### src/rtl/ps2_kbd_matrix.sv
// ============================================================================
// ps2_kbd_matrix -- PS/2 keyboard receiver driving an emulated C64 8x8 key
// matrix scanned by CIA1, plus the RESTORE level.
// Optional macro KBD_ERR_CNT_EN adds the saturating err_cnt_o error counter.
// Revision: 1.0
// ============================================================================
`default_nettype none

module ps2_kbd_matrix #(
    parameter int TIMEOUT_CYCLES = 8000,
    parameter int SYNC_STAGES    = 2
) (
    input  logic       clk,
    input  logic       reset,
    input  logic       ps2_clk,
    input  logic       ps2_data,
    input  logic [7:0] row_i,
    output logic [7:0] col_o,
`ifdef KBD_ERR_CNT_EN
    output logic [7:0] err_cnt_o,
`endif
    output logic       restore_o
);

    localparam int c_TO_W = $clog2(TIMEOUT_CYCLES + 1);

    localparam logic [1:0] c_ST_IDLE   = 2'd0;
    localparam logic [1:0] c_ST_DATA   = 2'd1;
    localparam logic [1:0] c_ST_PARITY = 2'd2;
    localparam logic [1:0] c_ST_STOP   = 2'd3;

    logic [SYNC_STAGES-1:0] r_clk_sync;
    logic [SYNC_STAGES-1:0] r_dat_sync;
    logic                   r_clk_prev;
    logic                   w_strobe;
    logic                   w_bit;

    logic [1:0]        r_state;
    logic [2:0]        r_bit_cnt;
    logic [7:0]        r_shift;
    logic              r_parity;
    logic [c_TO_W-1:0] r_to_cnt;
    logic              w_timeout;
    logic              w_frame_ok;
    logic              r_byte_valid;
    logic [7:0]        r_byte;

    logic        r_brk;
    logic        r_ext;
    logic [63:0] r_key;
    logic [6:0]  w_map;
    logic [7:0]  w_col;

    // Lines idle high, so the synchronisers reset to 1 to avoid a false edge.
    always_ff @(posedge clk) begin
        if (reset) begin
            r_clk_sync <= '1;
            r_dat_sync <= '1;
            r_clk_prev <= 1'b1;
        end else begin
            r_clk_sync <= {r_clk_sync[SYNC_STAGES-2:0], ps2_clk};
            r_dat_sync <= {r_dat_sync[SYNC_STAGES-2:0], ps2_data};
            r_clk_prev <= r_clk_sync[SYNC_STAGES-1];
        end
    end

    assign w_strobe   = r_clk_prev & ~r_clk_sync[SYNC_STAGES-1];
    assign w_bit      = r_dat_sync[SYNC_STAGES-1];
    assign w_timeout  = (r_state != c_ST_IDLE) && !w_strobe &&
                        (r_to_cnt == c_TO_W'(TIMEOUT_CYCLES - 1));
    assign w_frame_ok = w_bit & (^{r_shift, r_parity});

    always_ff @(posedge clk) begin
        if (reset) begin
            r_state      <= c_ST_IDLE;
            r_bit_cnt    <= 3'd0;
            r_shift      <= 8'd0;
            r_parity     <= 1'b0;
            r_to_cnt     <= '0;
            r_byte_valid <= 1'b0;
            r_byte       <= 8'd0;
        end else begin
            r_byte_valid <= 1'b0;
            if (r_state == c_ST_IDLE) begin
                r_to_cnt <= '0;
                if (w_strobe && !w_bit) begin
                    r_state   <= c_ST_DATA;
                    r_bit_cnt <= 3'd0;
                end
            end else if (w_timeout) begin
                r_state  <= c_ST_IDLE;
                r_to_cnt <= '0;
            end else if (w_strobe) begin
                r_to_cnt <= '0;
                if (r_state == c_ST_DATA) begin
                    r_shift   <= {w_bit, r_shift[7:1]};
                    r_bit_cnt <= r_bit_cnt + 3'd1;
                    if (r_bit_cnt == 3'd7) r_state <= c_ST_PARITY;
                end else if (r_state == c_ST_PARITY) begin
                    r_parity <= w_bit;
                    r_state  <= c_ST_STOP;
                end else begin
                    if (w_frame_ok) begin
                        r_byte_valid <= 1'b1;
                        r_byte       <= r_shift;
                    end
                    r_state <= c_ST_IDLE;
                end
            end else begin
                r_to_cnt <= r_to_cnt + 1'b1;
            end
        end
    end

    // Encoding: {hit, row[2:0], col[2:0]}; key index is {row, col}.
    always_comb begin
        w_map = 7'o000;
        case ({r_ext, r_byte})
            9'h066: w_map = 7'o100;  9'h05A: w_map = 7'o101;
            9'h005: w_map = 7'o104;  9'h16B: w_map = 7'o102;
            9'h026: w_map = 7'o110;  9'h01D: w_map = 7'o111;
            9'h01C: w_map = 7'o112;  9'h025: w_map = 7'o113;
            9'h01A: w_map = 7'o114;  9'h01B: w_map = 7'o115;
            9'h024: w_map = 7'o116;  9'h012: w_map = 7'o117;
            9'h02E: w_map = 7'o120;  9'h02D: w_map = 7'o121;
            9'h023: w_map = 7'o122;  9'h036: w_map = 7'o123;
            9'h021: w_map = 7'o124;  9'h02B: w_map = 7'o125;
            9'h02C: w_map = 7'o126;  9'h022: w_map = 7'o127;
            9'h03D: w_map = 7'o130;  9'h035: w_map = 7'o131;
            9'h034: w_map = 7'o132;  9'h03E: w_map = 7'o133;
            9'h032: w_map = 7'o134;  9'h033: w_map = 7'o135;
            9'h03C: w_map = 7'o136;  9'h02A: w_map = 7'o137;
            9'h046: w_map = 7'o140;  9'h043: w_map = 7'o141;
            9'h03B: w_map = 7'o142;  9'h045: w_map = 7'o143;
            9'h03A: w_map = 7'o144;  9'h042: w_map = 7'o145;
            9'h044: w_map = 7'o146;  9'h031: w_map = 7'o147;
            9'h04D: w_map = 7'o151;  9'h04B: w_map = 7'o152;
            9'h059: w_map = 7'o164;
            9'h016: w_map = 7'o170;  9'h014: w_map = 7'o172;
            9'h01E: w_map = 7'o173;  9'h029: w_map = 7'o174;
            9'h015: w_map = 7'o176;  9'h076: w_map = 7'o177;
            default: w_map = 7'o000;
        endcase
    end

    always_ff @(posedge clk) begin
        if (reset) begin
            r_key     <= 64'd0;
            restore_o <= 1'b0;
            r_brk     <= 1'b0;
            r_ext     <= 1'b0;
        end else if (r_byte_valid) begin
            if (r_byte == 8'hF0) begin
                r_brk <= 1'b1;
            end else if (r_byte == 8'hE0) begin
                r_ext <= 1'b1;
            end else if (r_byte == 8'hAA || r_byte == 8'h00 || r_byte == 8'hFF) begin
                r_key     <= 64'd0;
                restore_o <= 1'b0;
                r_brk     <= 1'b0;
                r_ext     <= 1'b0;
            end else begin
                if (r_ext && r_byte == 8'h7D) begin
                    restore_o <= !r_brk;
                end else if (w_map[6]) begin
                    r_key[w_map[5:0]] <= !r_brk;
                end
                r_brk <= 1'b0;
                r_ext <= 1'b0;
            end
        end
    end

    always_comb begin
        w_col = 8'hFF;
        for (int r = 0; r < 8; r++) begin
            for (int c = 0; c < 8; c++) begin
                if (!row_i[r] && r_key[r*8 + c]) w_col[c] = 1'b0;
            end
        end
    end

    always_ff @(posedge clk) begin
        if (reset) col_o <= 8'hFF;
        else       col_o <= w_col;
    end

`ifdef KBD_ERR_CNT_EN
    logic       w_err;
    logic [7:0] r_err_cnt;

    assign w_err = ((r_state == c_ST_STOP) && w_strobe && !w_frame_ok) || w_timeout;

    always_ff @(posedge clk) begin
        if (reset)                           r_err_cnt <= 8'd0;
        else if (w_err && r_err_cnt != 8'hFF) r_err_cnt <= r_err_cnt + 8'd1;
    end

    assign err_cnt_o = r_err_cnt;
`endif

endmodule

`default_nettype wire

### config.mk
export PLATFORM = sky130hd
export DESIGN_NAME = ps2_kbd_matrix
export DESIGN_NICKNAME = d
export VERILOG_FILES = /design/src/rtl/ps2_kbd_matrix.sv
export SDC_FILE = /design/constraint.sdc
export NUM_CORES = 1
export LEC_CHECK = 0
export ABC_AREA = 1
export CORE_UTILIZATION = 30
export DETAILED_ROUTE_END_ITERATION = 8
export PLACE_DENSITY_LB_ADDON = 0.3
export SLEW_MARGIN = 20
export SYNTH_ARGS = -nofsm -noshare
export SYNTH_HDL_FRONTEND = slang
export SYNTH_SLANG_ARGS = --single-unit
### constraint.sdc
create_clock -name clk -period 1.9 [get_ports clk]
set_input_delay 0.38 -clock clk [delete_from_list [all_inputs] [get_ports clk]]
set_output_delay 0.38 -clock clk [all_outputs]
set_load 0.02 [all_outputs]
# Yosys cells after proc, flatten, opt, wreduce, memory -nomap -nowiden
# Index checks and enable logic that the tools add are counted.
# word_totals
regBits,116
out_inout_bits,9
elab_cells,279
# op_classes
add_sub_neg,2
n_lt_le_gt_ge,2
eq_ne,59
mux,89
bitwise,10
n_reduce_logical,102
# ops
op,n
7-bit case mux with 45 select lines,1
"9-bit by 6-bit == test with 1-bit output, second input constant",23
64-bit two-way mux,3
"9-bit by 7-bit == test with 1-bit output, second input constant",11
"9-bit by 5-bit == test with 1-bit output, second input constant",9
1-bit two-way mux,71
1-bit logical AND,69
64-bit bitwise mux,1
"8-bit == test, second input constant",4
3-bit two-way mux,5
2-bit two-way mux,7
"13-bit by 1-bit adder with 13-bit output, second input constant",1
"13-bit == test, second input constant",1
4-bit AND reduction,3
1-bit logical NOT,11
5-bit AND reduction,2
2-bit nonzero test,5
"9-bit by 3-bit == test with 1-bit output, second input constant",1
"9-bit == test, second input constant",1
9-bit XOR reduction,1
"8-bit by 7-bit == test with 1-bit output, second input constant",1
8-bit logical NOT,1
1-bit inverter,8
"6-bit by 7-bit less-than comparator with 1-bit output, second input constant",1
other kinds (18),23

# Longest topological paths before layout
# Gate-level depths: netlist of the first run.
# logic_depth
word_depth,10
mapped_depth,16
depth_no_buf,15

# Worst setup path after synthesis of the first run
# No wires, ideal clock.
# synth_path
kind,reg2reg
from,register r_to_cnt[0]
to,register r_byte[7]
setup_time_ns,0.070
t_arrival_ns,1.809
t_required_ns,1.830
setup_slack_ns,0.021
path_stages_with_launch,15
n_path_buf,1
synth_period_minus_slack_ns,1.879
cell_sequence,dfxtp_1 > ha_1 > nand2_1 > inv_1 > nand2_1 > nor2_1 > nand4_1 > nand2_1 > inv_1 > nand2_1 > inv_1 > nand2_1 > clkbuf_1 > o21ai_0 > a21oi_1
# synth_between
elab_chain_len,4
# synth_rtl
item,line_no,text
start: declaration,42,logic [c_TO_W-1:0] r_to_cnt;
start signal: assignment,110,r_to_cnt <= r_to_cnt + 1'b1;
13-bit == test,70,(r_to_cnt == c_TO_W'(TIMEOUT_CYCLES - 1));
1-bit logical AND,69,assign w_timeout = (r_state != c_ST_IDLE) && !w_strobe &&
1-bit inverter (no source line),--,
6-bit AND reduction (no source line),--,
end signal: assignment,105,r_byte <= r_shift;
end: declaration,46,logic [7:0] r_byte;
# Every way passes these cells.
# A chain may end at the register's enable or synchronous reset.

# Worst setup path after layout of the first run
# layout_path
from,register r_byte[1]
to,register r_key[32]
# layout_between
elab_chain_len,10
word_cells_on_any_way,69
cone_classes,2 x order compare; 51 x eq/ne; 7 x mux; 2 x bitwise; 7 x reduce/logical
# layout_rtl
item,line_no,text
"9-bit by 7-bit == test with 1-bit output, or another cell as far along",118,"case ({r_ext, r_byte})"
7-bit case mux with 45 select lines,118,
6-bit by 7-bit less-than comparator with 1-bit output (not written as such) / 6-bit by 1-bit >= comparator with 1-bit output (equally long branches),166,r_key[w_map[5:0]] <= !r_brk;
1-bit logical AND (not written as such),166,
1-bit two-way mux (not written as such),166,
1-bit demux with 6-bit select,166,
64-bit bitwise mux,166,
64-bit two-way mux,165,end else if (w_map[6]) begin
64-bit two-way mux,163,if (r_ext && r_byte == 8'h7D) begin
64-bit two-way mux,157,end else if (r_byte == 8'hAA || r_byte == 8'h00 || r_byte == 8'hFF) begin
end signal: indexed assignment,166,
end: declaration,50,logic [63:0] r_key;
# Parallel ways exist; a longest one is shown, timed or not. The select of a mux whose other input is x is not followed.

==> results of run 1 <==
## cells in the mapped netlist (all sizes together)
master	instances	area share, %
o22ai	1	0.10
a22o	2	0.29
o21ai	31	2.6
inv	93	5.8
a21oi	68	5.6
clkinv	1	0.062
or2	6	0.62
xnor2	8	1.2
nor4	1	0.10
nor4b	1	0.14
xor2	9	1.3
nor2	133	9.0
dfxtp	116	38
nand3	40	3.6
a32oi	1	0.14
nand2	333	21
a221oi	10	1.4
a211oi	1	0.12
clkbuf	19	1.2
nand3b	2	0.25
nor3b	1	0.12
nand4	9	0.93
o2111ai	2	0.29
o211ai	1	0.12
nor3	26	2.2
ha	6	1.2
o221ai	2	0.29
a31oi	1	0.10
or4	1	0.12
buf	11	1.9
## logic make-up (layout without fill, tap and decap cells)
logic type / count (synthesis) / in the layout
fa+ha+maj: 6 / 6
xor+xnor: 17 / 17
simple gates: 553 / 553
compound gates: 120 / 120
buf+inv: 124 / 336
flops: 116 / 116
## critical path: stages, from the launching register on
cell	delay [ns]
dfxtp_4	0.40
inv_4	0.06
nor2_4	0.24
nand2_4	0.10
buf_6	0.12
a21oi_2	0.12
nor2_1	0.05
nand2_1	0.12
nor2_2	0.05
nand3_2	0.09
nand4_1	0.16
inv_4	0.19
clkbuf_16	0.19
nand2_1	0.07
a21oi_1	0.11
## power by group
group          internal (mW)  total (mW)  leakage [nW]  switching (mW)
logic                 0.0862       0.215          2.81           0.129
clock network           2.10        3.37         0.299            1.27
registers               2.43        2.44         0.943         0.00583
## sequential cells by signal, summed over array words and instances, names as in the netlist, 2 cells and up
signal and cells:
r_dat_sync 2, r_byte 8, r_to_cnt 13, r_state 2
r_bit_cnt 3, r_clk_sync 2, r_shift 8, col_o 8
r_key 64
## cell usage in the layout (no fill, tap or decap), types with 2 or more instances in the layout
cell,netlist,layout
nand2_1,330,274
buf_4,0,162
dfxtp_1,116,106
nor2_1,124,99
inv_1,87,77
a21oi_1,68,55
nand2_2,3,43
o21ai_0,30,30
nand3_1,36,27
nor3_1,26,25
clkbuf_16,0,19
clkdlybuf4s50_1,0,19
nor2_4,2,17
nor2_2,6,16
buf_6,10,16
nand2_4,0,15
a21oi_2,0,12
inv_2,6,10
a221oi_1,10,10
nand4_1,9,9
nand3_2,4,9
xor2_1,9,9
buf_12,0,9
xnor2_1,8,8
dfxtp_4,0,7
or2_2,6,6
ha_1,6,6
inv_4,0,5
inv_6,0,5
nand3_4,0,4
clkinv_4,0,4
bufinv_16,0,3
dfxtp_2,0,3
nand3b_1,2,2
o221ai_1,2,2
a22o_1,2,2
o2111ai_1,2,2
inv_8,0,2
clkinvlp_4,0,2
## layout make-up
class                   instances  area (µm²)
repair buffers                210        1837
inverters                      94       371.6
flip-flops and latches        116        2352
multi-input cells             696        3706
well taps                     265       331.6
fillers                      1975       10370
clock inverters                15       197.7
clock buffers                  17       425.4
## layer usage
layer | part of all wire, % | routed length, µm | global-route usage, % | vias to the layer above
li1 | - | - | - | 3387
met1 | 44 | 9028 | 25.22 | 3100
met2 | 48 | 9791 | 33.56 | 172
met3 | 4.7 | 962 | 3.742 | 37
met4 | 2.6 | 519 | 7.447 | 0
met5 | 0 | 0 | 0 | -
## path summary, 6_finish.rpt
path                             from                  endpoint  slack [ns]  cells past startpoint
min reg2reg  r_clk_sync[0]$_SDFF_PP1_  r_clk_sync[1]$_SDFF_PP1_        0.41                      1
max            r_byte[1]$_SDFFE_PP0P_    r_key[32]$_SDFFE_PP0P_       -0.25                     14
min          r_clk_sync[0]$_SDFF_PP1_  r_clk_sync[1]$_SDFF_PP1_        0.41                      1
max reg2reg    r_byte[1]$_SDFFE_PP0P_    r_key[32]$_SDFFE_PP0P_       -0.25                     14
## through the flow
| step | util, % | std cells | cell area [µm²] | TNS [ns] | hold slack, ns |
|---|---|---|---|---|---|
| 6_report | 47.07 | 1413 | 9221 | -9.183 | 0.4105 |
| 5_1_grt | 47.07 | 1413 | 9221 | -15.47 | 0.4368 |
| 4_1_cts | 45.16 | 1403 | 8847 | -4.454 | 0.4140 |
| 3_5_place_dp | 39.39 | 1356 | 7716 | -13.40 | 0.3986 |
| 3_3_place_gp | 39.39 | 1356 | 7716 | -11.58 | 0.3939 |
| 2_1_floorplan | - | 936 | 6052 | 0 | 0.3895 |
## timing repair
action	CTS	global route
setup buffers	17	7
hold buffers	0	0
gates cloned	1	3
gates resized for setup	126	71
setup endpoints to repair	65	75
endpoints found under the hold margin	0	0
pin swaps	28	34
==> impl_results.md, run 1 <==
- Synth warn: 0
- Total power draw: 6.030 mW
- Power density over the cells: 653.9 nW/µm²
- Worst setup path category: reg2reg
- Initial DRC count: 460
- Final WL: 20300 µm
- P_leak: 4.047 nW
- Synth cell types: 38
- GR Util All Layers: 19.96%
- Least-Margin Pin Slew: 0.4830 ns
- Status: finished with violations
- GRT overflow: 0
- Count of endpoints failing setup in the final report: 45
- Final #Nets: 1153
- Clock skew: 0.006267 ns
- Share of layout cells above drive strength 1: 33.01%
- Total I/O pin count: 21
- Area delta synth->final: 52.37%
- Latest clock arrival within the worst-skew pair: 0.42 ns
- Minimum clock period: 2.148 ns
- Core box area: 19590 µm²
- Sequential-to-total area share from yosys stat: 38.37%
- Die H: 144.0 µm
- Root Buffer: clkbuf_16
- Longest Clk Path Bufs: 2
- Synthesized area per cell: 6.466 µm²
- Via/cell ratio: 4.739
- RSZ-0062 raised after global routing: true
- Failing checks: setup timing
- Clock transition at path regs: 0.06 ns
- Worst Path Required: 2.25 ns
- Post-synthesis simple-gate area fraction: 37.87%
- HPWL after DPL: 14510 µm
- Slew HR: 67.50%
- Post-synthesis adder-cell area fraction: 1.240%
- Max Cap Viol: 0
- Pre-CTS setup slack: -0.2968 ns
- Antenna cells: 0
- Final hold vios: 0
- Clock Sinks: 116
- Largest net degree at the start of global routing: 75
- Pre-antenna DRT Iters: 7
- Synthesized instance count: 936
- XOR/XNOR Fraction of Synth Area: 2.460%
- Num rows: 51
- Mapped Area: 6052 µm²
- Main combinational cell family by area after synthesis: simple AND/OR/NAND/NOR gates
- Die Width: 144.0 µm
- Die Footprint: 20750 µm²
- CTS Buf Count: 17
- Final GP Congestion: 0.9722
- First-pass GRT wire length: 31410 µm
- Final ANT Viol Nets: 0
- Worst setup EP type: flop
- Synth Net Count: 954
- CTS tree: built
- Setup WS post-layout: -0.2481 ns
- DRC: 0
- Final Cycle Share: 113.1%
- Max Slew Vio Count: 0
- Synth Area in Compound Gates: 11.10%
- Antenna violations before repair: 0
- #FFs+latches synth: 116
- VDD IR max: 0.0005446 V
- Mux cell area share after synthesis: 0%
- CTS H-tree lvls: 4
- Routed WL per cell: 14.37 µm
- Critical path arrival: 2.50 ns
- Routed via count: 6696
- CP max FO: 8
- Vias in the first global route: 6157
- Initial Utilization: 30.89%
- Fmax: 465.5 MHz
- I/O Buffers: 20
- Crit start category: flop
- Class of the worst hold path: reg2reg
Power figures use the tool's default switching activity.
==> run 2, diff against run 1 <==
--- a/config.mk
+++ b/config.mk
@@ -7,6 +7,7 @@
 export LEC_CHECK = 0
 export ABC_AREA = 1
 export CORE_UTILIZATION = 30
+export CTS_CLUSTER_SIZE = 10
 export DETAILED_ROUTE_END_ITERATION = 8
 export PLACE_DENSITY_LB_ADDON = 0.3
 export SLEW_MARGIN = 20
==> results of run 2 <==
Final layout, timing and power as in run 1 (identical DEF).
==> run 3, diff against run 2 <==
--- a/config.mk
+++ b/config.mk
@@ -6,6 +6,7 @@
 export NUM_CORES = 1
 export LEC_CHECK = 0
 export ABC_AREA = 1
+export CORE_MARGIN = 4
 export CORE_UTILIZATION = 30
 export CTS_CLUSTER_SIZE = 10
 export DETAILED_ROUTE_END_ITERATION = 8
==> run 3 against run 2 <==
  * The run still ends with setup timing left
  * Design area down 2.0%
  * Worst hold slack worse by 0.095 ns
  * Combinational power about the same
  * Routed wire length down 0.61%
  * Global-route usage down 1.8 points
  * Register-to-register slack about the same
  * Die area up 8.5%
  * Setup slack better by 0.00067 ns
  * Largest power group unchanged
==> impl_results.md, run 3 (synthesized netlist as in run 1, its figures left out) <==
- Via/cell ratio: 4.638 (-2.1%)
- Final GP Congestion: 0.9507 (-2.2%)
- CTS Buf Count: 17 (unchanged)
- Comb pwr share: 3.6% (about the same)
- First-pass GRT wire length: 32220 µm (+2.6%)
- Routed via count: 6591 (-1.6%)
- Total power draw: 5.955 mW (-1.2%)
- Die Width: 150.0 µm (+4.2%)
- Fmax: 465.7 MHz (about the same)
- VDD IR max: 0.0006902 V (+27%)
- Core Util, Final: 45.99% (-1.1 points)
- Antenna cells: 0 (unchanged)
- Final ANT Viol Nets: 0 (unchanged)
- Final instance area: 9039 µm² (-2.0%)
- Hold buffer count at CTS: 0 (unchanged)
- HPWL after DPL: 14620 µm (+0.76%)
- Num rows: 51 (unchanged)
- Latest clock arrival within the worst-skew pair: 0.43 ns (about the same)
- Internal Pwr Total: 4.595 mW (-0.58%)
- Vias in the first global route: 6199 (+0.68%)
- Max Cap Viol: 0 (unchanged)
- Final Cycle Share: 113.0% (about the same)
- Final WL: 20180 µm (-0.61%)
- Critical path arrival: 2.50 ns (about the same)
- CP max FO: 7 (-1)
- Max Slew Vio Count: 0 (unchanged)
- Switching share of power: 22.83% (-0.51 points)
- CTS H-tree lvls: 4 (unchanged)
- Status: finished with violations
- RSZ-0062 raised after global routing: true
- Slew HR: 69.79% (+2.3 points)
- Post-route setup TNS: -11.24 ns (-2.056 ns)
- Clock skew: 0.02200 ns (+0.01573 ns)
- Net Switching: 1.359 mW (-3.4%)
- Core box area: 19650 µm² (+0.33%)
- Total I/O pin count: 21 (unchanged)
- GR Util All Layers: 18.20% (-1.8 points)
- Initial Utilization: 30.79% (-0.10 points)
- Top reg by flops: r_key
- Antenna violations before repair: 0 (unchanged)
- Die H: 150.0 µm (+4.2%)
- Leading registers by flop count: r_key (64), r_to_cnt (13)
- Share of layout cells above drive strength 1: 30.28% (-2.7 points)
- Largest net degree at the start of global routing: 75 (unchanged)
- Root Buffer: clkbuf_16
- Clock power frac: 55.4% (-0.6 points)
- Longest Clk Path Bufs: 2 (unchanged)
- CTS tree: built
- Worst setup path category: reg2reg
- Power density over the cells: 658.8 nW/µm² (+0.75%)
- Pre-CTS setup slack: -0.4079 ns (-0.1111 ns)
- Final #Nets: 1161 (+0.69%)
- Worst setup EP type: flop
- I/O Buffers: 20 (unchanged)
- Least-Margin Pin Slew: 0.4490 ns (-0.03404 ns)
- Area delta synth->final: 49.35%
- Pre-antenna DRT Iters: 5 (-2)
- Class of the worst hold path: in2reg
- Crit start category: flop
- Worst Path Required: 2.26 ns (about the same)
- Failing checks: setup timing
- Non-filler cells, final: 1421 (+0.57%)
- Count of endpoints failing setup in the final report: 65 (+44%)
- Max reg flops: 64 (unchanged)
- Final hold vios: 0 (unchanged)
- Sequential share of power: 41.0% (+0.5 points)
- Commonest non-fill, non-tap cell in the layout: nand2_1
- Minimum clock period: 2.147 ns (-0.0006690 ns)
- Placed cell area: 7781 µm² (+0.84%)
- Die Footprint: 22510 µm² (+8.5%)
- Most frequent cells in the layout: 292 x nand2_1, 180 x buf_4, 107 x dfxtp_1
- P_leak: 4.024 nW (-0.58%)
- Clock Sinks: 116 (unchanged)
- DRC: 0 (unchanged)
- Inst Count DP: 1368 (+0.88%)
- Hold Slack: 0.3155 ns (-0.09501 ns)
- Setup WS post-layout: -0.2475 ns (+0.0006690 ns)
- GRT overflow: 0 (unchanged)
- Initial DRC count: 450 (-2.2%)
- Clock transition at path regs: 0.06 ns (about the same)
- Routed WL per cell: 14.20 µm (-1.2%)
[run 3: changes by cell type in the layout (fill, tap and decap cells not counted), moves of 4 or more]
cell | before | now
nand2_2 | 43 | 32
nand2_1 | 274 | 292
nand2_4 | 15 | 9
a21oi_1 | 55 | 62
inv_1 | 77 | 81
a21oi_2 | 12 | 5
buf_6 | 16 | 9
buf_4 | 162 | 180
nor2_4 | 17 | 13
[run 3: final timing paths]
kind,startpoint,endpoint,slack [ns],cells past startpoint
worst max-delay path,r_byte[7]$_SDFFE_PP0P_,r_key[62]$_SDFFE_PP0P_,-0.25,16
worst min-delay path,reset,r_clk_prev$_SDFF_PP1_,0.32,3
worst max register to register,r_byte[7]$_SDFFE_PP0P_,r_key[62]$_SDFFE_PP0P_,-0.25,16
worst min register to register,r_dat_sync[0]$_SDFF_PP1_,r_dat_sync[1]$_SDFF_PP1_,0.41,1
[run 3: timing repair]
item                                    CTS  global route
endpoints found under the hold margin     0             0
gates cloned                              1             1
resized for setup                        87            52
endpoints found under the setup margin   65            76
setup buffers                            15             6
pin swaps                                 4            22
[run 3: layout make-up]
type	count	area, µm²
tap	265	331.6
timing repair buffer	218	1836
clock inverter	14	175.2
inverter	94	362.8
clock buffer	18	429.2
sequential	116	2346
multi-input combinational	696	3558
fill	2079	10620
[run 3: power by group through the flow]
stage | Sequential, mW | Combinational (mW) | Clock (mW)
2_1_floorplan | 2.50 | 0.104 | 0
3_3_place_gp | 2.50 | 0.209 | 0
3_5_place_dp | 2.50 | 0.210 | 0
4_1_cts | 2.44 | 0.212 | 3.38
5_1_grt | 2.44 | 0.234 | 3.49
6_report | 2.44 | 0.215 | 3.30
[run 3: metal layers]
metal  track usage [%]  part of all wire (%)  vias to the layer above
met5                 0                     0                        -
met3             3.392                   4.2                       22
met2             30.64                    48                      124
met4             5.535                   1.7                        0
li1                  -                     -                     3401
met1             23.68                    46                     3044
[run 3: worst max-delay path: stages, from the launching register on]
cell,delay (ns)
dfxtp_4,0.37
nor2_4,0.05
buf_4,0.13
nand3_4,0.11
buf_4,0.14
nor2_4,0.04
nor2_2,0.12
nand3_2,0.13
nor2_4,0.16
nand3_4,0.10
nor2_4,0.15
nor2_8,0.08
buf_12,0.13
buf_16,0.12
nand2_1,0.05
nand2_1,0.06
a21oi_2,0.12
